$ cat config.mk
export PLATFORM = sky130hd
export DESIGN_NAME = bcd_display_controller
export DESIGN_NICKNAME = d
export VERILOG_FILES = /design/src/rtl/display_pkg.sv /design/src/rtl/digit_scanner.sv /design/src/rtl/bcd_display_controller.sv
export SDC_FILE = /design/constraint.sdc
export NUM_CORES = 1
export LEC_CHECK = 0
export ABC_CLOCK_PERIOD_IN_PS = 4400
export CORE_MARGIN = 8
export CORE_UTILIZATION = 46
export DETAILED_ROUTE_END_ITERATION = 8
export HOLD_SLACK_MARGIN = 0.1
export SLEW_MARGIN = 30
export SYNTH_ARGS = -nofsm -noshare
export SYNTH_HDL_FRONTEND = slang
export SYNTH_SLANG_ARGS = --single-unit
$ cat constraint.sdc
create_clock -name clk -period 4.4 [get_ports clk]
set_input_delay 0.88 -clock clk [delete_from_list [all_inputs] [get_ports clk]]
set_output_delay 0.88 -clock clk [all_outputs]
set_load 0.005 [all_outputs]
$ cat src/rtl/display_pkg.sv
// Shared types and constants for the five-digit BCD display path.
// Holds the converter state enum and the shift-add-3 step used on the accumulator.
package display_pkg;

  localparam int NUM_DIGITS = 5;
  localparam int BCD_W      = 4;
  localparam int ACC_W      = NUM_DIGITS * BCD_W;
  localparam int IDX_W      = 3;

  typedef enum logic [1:0] {
    IDLE    = 2'd0,
    CONVERT = 2'd1,
    LOAD    = 2'd2
  } state_t;

  // One double-dabble step: correct every nibble >= 5, then shift in the next binary bit.
  function automatic logic [ACC_W-1:0] bcd_step(input logic [ACC_W-1:0] acc, input logic b);
    logic [ACC_W-1:0] adj;
    adj = acc;
    for (int i = 0; i < NUM_DIGITS; i++) begin
      if (acc[i*BCD_W +: BCD_W] >= 4'd5) adj[i*BCD_W +: BCD_W] = acc[i*BCD_W +: BCD_W] + 4'd3;
    end
    return (adj << 1) | ACC_W'(b);
  endfunction

endpackage

$ cat src/rtl/digit_scanner.sv
// Multiplexed digit scan: advances one digit every REFRESH_DIV cycles, free-running, no backpressure.
// Select, BCD and blank outputs are registered together from the next index.
module digit_scanner
  import display_pkg::*;
#(
  parameter int REFRESH_DIV = 50000
) (
  input  logic                              clk,
  input  logic                              reset_n,
  input  logic [NUM_DIGITS-1:0][BCD_W-1:0]  digits,
  output logic [NUM_DIGITS-1:0]             digit_sel,
  output logic [BCD_W-1:0]                  digit_bcd,
  output logic                              digit_blank
);

  localparam int              CW   = $clog2(REFRESH_DIV);
  localparam logic [CW-1:0]    LAST = CW'(REFRESH_DIV - 1);
  localparam logic [IDX_W-1:0] LAST_IDX = IDX_W'(NUM_DIGITS - 1);

  logic [CW-1:0]    cnt;
  logic [IDX_W-1:0] idx;
  logic [IDX_W-1:0] idx_nxt;
  logic             blank_nxt;

  always_comb begin
    idx_nxt = idx;
    if (cnt == LAST) idx_nxt = (idx == LAST_IDX) ? '0 : idx + 1'b1;
  end

  // A digit is a leading zero when it and every more significant digit are zero.
  always_comb begin
    blank_nxt = (idx_nxt != '0);
    for (int i = 0; i < NUM_DIGITS; i++) begin
      if (IDX_W'(i) >= idx_nxt && digits[i] != '0) blank_nxt = 1'b0;
    end
  end

  always_ff @(posedge clk or negedge reset_n) begin
    if (!reset_n) begin
      cnt         <= '0;
      idx         <= '0;
      digit_sel   <= NUM_DIGITS'(1);
      digit_bcd   <= '0;
      digit_blank <= 1'b0;
    end else begin
      cnt         <= (cnt == LAST) ? '0 : cnt + 1'b1;
      idx         <= idx_nxt;
      digit_sel   <= NUM_DIGITS'(1) << idx_nxt;
      digit_bcd   <= digits[idx_nxt];
      digit_blank <= blank_nxt;
    end
  end

endmodule

$ cat src/rtl/bcd_display_controller.sv
// Binary-to-BCD converter feeding a scanned 5-digit display; conv_done N+1 cycles after handshake.
// Single-entry valid/ready: value_ready drops for the whole conversion, offers meanwhile are ignored.
module bcd_display_controller
  import display_pkg::*;
#(
  parameter int N           = 10,
  parameter int REFRESH_DIV = 50000
) (
  input  logic                  clk,
  input  logic                  reset_n,
  input  logic [N-1:0]          value,
  input  logic                  value_valid,
  output logic                  value_ready,
  output logic                  conv_done,
  output logic [NUM_DIGITS-1:0] digit_sel,
  output logic [BCD_W-1:0]      digit_bcd,
  output logic                  digit_blank
);

  localparam int CNT_W = $clog2(N + 1);

  state_t                            state;
  logic [N-1:0]                      shreg;
  logic [ACC_W-1:0]                  acc;
  logic [ACC_W-1:0]                  acc_nxt;
  logic [CNT_W-1:0]                  bitcnt;
  logic [NUM_DIGITS-1:0][BCD_W-1:0]  digits;

  assign acc_nxt = bcd_step(acc, shreg[N-1]);

  // The final shift result goes straight into the display registers so they are
  // valid in the same cycle conv_done is high.
  always_ff @(posedge clk or negedge reset_n) begin
    if (!reset_n) begin
      state       <= IDLE;
      shreg       <= '0;
      acc         <= '0;
      bitcnt      <= '0;
      digits      <= '0;
      value_ready <= 1'b1;
      conv_done   <= 1'b0;
    end else begin
      case (state)
        IDLE: begin
          conv_done <= 1'b0;
          if (value_valid) begin
            shreg       <= value;
            acc         <= '0;
            bitcnt      <= CNT_W'(N);
            value_ready <= 1'b0;
            state       <= CONVERT;
          end
        end
        CONVERT: begin
          acc    <= acc_nxt;
          shreg  <= shreg << 1;
          bitcnt <= bitcnt - 1'b1;
          if (bitcnt == CNT_W'(1)) begin
            digits    <= acc_nxt;
            conv_done <= 1'b1;
            state     <= LOAD;
          end
        end
        LOAD: begin
          conv_done   <= 1'b0;
          value_ready <= 1'b1;
          state       <= IDLE;
        end
        default: begin
          conv_done   <= 1'b0;
          value_ready <= 1'b1;
          state       <= IDLE;
        end
      endcase
    end
  end

  digit_scanner #(
    .REFRESH_DIV (REFRESH_DIV)
  ) u_scan (
    .clk         (clk),
    .reset_n     (reset_n),
    .digits      (digits),
    .digit_sel   (digit_sel),
    .digit_bcd   (digit_bcd),
    .digit_blank (digit_blank)
  );

endmodule

==> run_results.csv <==
group,metric,value,unit
worst_setup_path,rr_startpoint,"u_scan.cnt[0]$_DFF_PN0_",
clock_network,tritoncts,"built",
finish,nNetsFinal,490,
drt,viasPerCell,5.486,
pwr,power-per-cell-area,583.8,nW/µm²
drt,drt_wl_total,8633,µm
clock_network,post_cts_resize_count,0,
pwr,p_leak,0.002122,µW
drt,wire_per_inst,14.94,µm
drt,m1WireLength,4292,µm
min_path,hold_path.class,"reg -> reg",
min_path,min_to,"u_scan.cnt[0]$_DFF_PN0_",
sta,tightest_slew,0.8695,ns
drt,drt_pass1_iterations,6,
grt,grt-ovfl-total,0,
logic_synthesis,ys_seq_elements,87,
drt,via_count,3171,
logic_synthesis,syn_area,4327,µm²
logic_synthesis,synth_edf_count,0,
worst_setup_path,critPathLaunchType,"flop",
grt,grt_usage,14.86,%
sta,hold_viol,0,
clock_network,htreeDepth,3,
worst_setup_path,crit_type,"reg -> reg",
worst_setup_path,end_kind,"flop",
worst_setup_path,cp_slowest_cell,"and4_1",
clock_network,ctsRootBufferMaster,"clkbuf_8",
grt,grt_pass1_wl,15280,µm
finish,drive_above_1_share,8.351,%
pwr,worst_ir_drop_vdd,0.3269,mV
worst_setup_path,worst_r2r_path_depth,6,
drt,drc,0,
place,dp_cells,562,
grt,antenna_found_initial,0,
worst_setup_path,cp_cell_sequence,"ha_1 > and3_1 > and4_1 > mux2i_4 > mux2i_1 > o221ai_1",
sta,slew_violations,0,
status,status,"finished clean",
die,core,9196,µm²
place,place_congestion,0.7956,
sta,rsz0062_at_grt,"no",
sta,setup_viol,0,
sta,tns,0,ns
worst_setup_path,cp.required,4.62,ns
logic_synthesis,netlist_instances,444,
place,post-dp-hpwl,5994,µm
drt,maxUsedRoutingLayer,"met4",
min_path,min-delay-start,"u_scan.cnt[0]$_DFF_PN0_",
logic_synthesis,synthDistinctLibCells,46,
worst_setup_path,slowest_delay,0.69,ns
logic_synthesis,syn_nets,472,
sta,slew_headroom,42.03,%
clock_network,postCtsSetupRepairBufs,0,
drt,met2WireLength,3882,µm
logic_synthesis,synth-async-reset-ratio,100.0,%
logic_synthesis,yosysSeqAreaShare,50.38,%
die,io_pins,25,
sta,worst_slack,1.801,ns
drt,drtAntennaViolNets,0,
clock_network,cts_hold_buf,0,
grt,grt_max_degree,61,
sta,fmax,384.7,MHz
min_path,worstHoldPathCells,1,
die,die-area,12770,µm²
clock_network,clock-sinks,87,
die,die_y,113.0,µm
clock_network,clk-insertion-delay-late,0.36,ns
clock_network,clk_pin_slew_worst_paths,0.08,ns
worst_setup_path,r2r-end,"u_scan.digit_bcd[3]$_DFF_PN0_",
clock_network,tritoncts.num_buffers,9,
logic_synthesis,synth_ff_type,"dfrtp_1",
die,die-width,113.0,µm
finish,layout_common_cells,"dfrtp_1, nand2_1, o21ai_0",
finish,diodes,0,
finish,instances_no_fill,578,
place,io_buffers,24,
drt,wl_met3,286,µm
drt,drtIter0Drc,201,
finish,final_common_cell,"dfrtp_1",
worst_setup_path,cp.arrival,2.82,ns
sta,timing.hold.ws,0.4836,ns
flow_run,drv_cap,0,
worst_setup_path,crit_path_max_fanout,15,
sta,min_period,2.599,ns
place,pre_cts_ws,1.835,ns
clock_network,cts_buffer_depth,2,
logic_synthesis,syn_avg_cell_area,9.745,µm²
grt,grt_pass1_vias,3184,
worst_setup_path,ff2ff_setup_slack,1.80,ns
sta,min_period_over_period,59.08,%
finish,syn_to_final_growth,12.52,%
die,num_rows,35,
sta,finalClockSkew,0.007499,ns
die,start_util,47.05,%
logic_synthesis,yosysWarningCount,0,
[worst max-delay path, delay by kind of cell, from the launching register on]
family                   cells  cell delay [ns]
multiplexers                 2             0.75
AND/OR/NAND/NOR              2             0.95
AO/OA/AOI/OAI                1             0.15
flip-flops                   1             0.39
adder cells (fa/ha/maj)      1             0.22
[through the flow]
| step | total power [µW] | utilization, % | cell area (µm²) |
|---|---|---|---|
| floorplan | 1932 | - | 4327 |
| global placement | 2199 | 50.44 | 4638 |
| detailed placement | 2242 | 50.52 | 4646 |
| CTS | 2881 | 52.94 | 4868 |
| global route | 3088 | 52.94 | 4868 |
| finish | 2842 | 52.94 | 4868 |
[cell families after synthesis]
logic type               after synthesis  synth area share, %
adder cells (fa/ha/maj)               15                4.338
XOR/XNOR                              19                3.846
buffers and inverters                 42                3.933
flip-flops                            87                50.38
AND/OR/NAND/NOR                      160                19.14
AO/OA/AOI/OAI                        104                13.85
multiplexers                          17                4.511
[synth_stat cells (all sizes together) (2+ instances only)]
cell	number	area (µm²)
a22oi	4	30.03
xnor2	11	96.34
nor2	31	116.4
o21ai	55	275.3
clkbuf	16	60.06
xor2	8	70.07
nor3b	12	90.09
nand2	59	221.5
dfstp	2	52.55
nand4	4	31.28
nand3	7	35.03
mux2i	10	112.6
nor4b	4	60.06
a21oi	22	113.9
nor4	6	43.79
inv	22	82.58
nor3	16	80.08
o211ai	4	30.03
mux2	7	82.57
a31oi	8	50.05
and4	2	17.52
o221ai	4	35.03
nand2b	8	50.05
dfrtp	85	2127
a22o	2	17.52
nor2b	5	31.28
and3	2	12.51
ha	15	187.7
buf	3	23.77
[final cells by class]
type / instances / area, µm²
multi-input cells: 315 / 1988
inverters: 23 / 86.33
fillers: 842 / 4328
clock inverters: 4 / 77.57
well taps: 111 / 138.9
clock buffers: 12 / 145.1
flip-flops and latches: 87 / 2180
repair buffers: 26 / 252.7
[worst max path at each step]
stage                                                to                     from  depth (start not counted)  slack (ns)
after floorplan           u_scan.digit_bcd[3]$_DFF_PN0_  u_scan.idx[0]$_DFF_PN0_                          7        2.48
after global placement             shreg[5]$_DFFE_PN0P_              value_valid                          5        1.66
after detailed placement  u_scan.digit_bcd[2]$_DFF_PN0_  u_scan.cnt[0]$_DFF_PN0_                          6        1.84
after CTS                        digits[15]$_DFFE_PN0P_     state[0]$_DFFE_PN0P_                          5        1.80
after global routing             digits[11]$_DFFE_PN0P_     state[0]$_DFFE_PN0P_                          5        1.50
final                     u_scan.digit_bcd[3]$_DFF_PN0_  u_scan.cnt[0]$_DFF_PN0_                          6        1.80
[report_power, final]
group          leakage [µW]  internal (µW)  switching, µW
registers           0.00111           1050            237
clock network      0.000111            339            281
logic              0.000897            420            514
[per-layer routing]
metal	up-vias	GRT usage, %
met1	1532	18.94
met2	47	23.38
met5	-	0
met4	0	6.128
met3	16	4.047
li1	1576	-
[state kept, by name, summed over array words and instances, names as in the netlist, 3 cells and up]
name,cells
digits,20
u_scan.idx,3
u_scan.cnt,16
u_scan.digit_sel,5
shreg,10
u_scan.digit_bcd,4
bitcnt,4
acc,20
No activity file was read; power rests on OpenSTA's default activity.
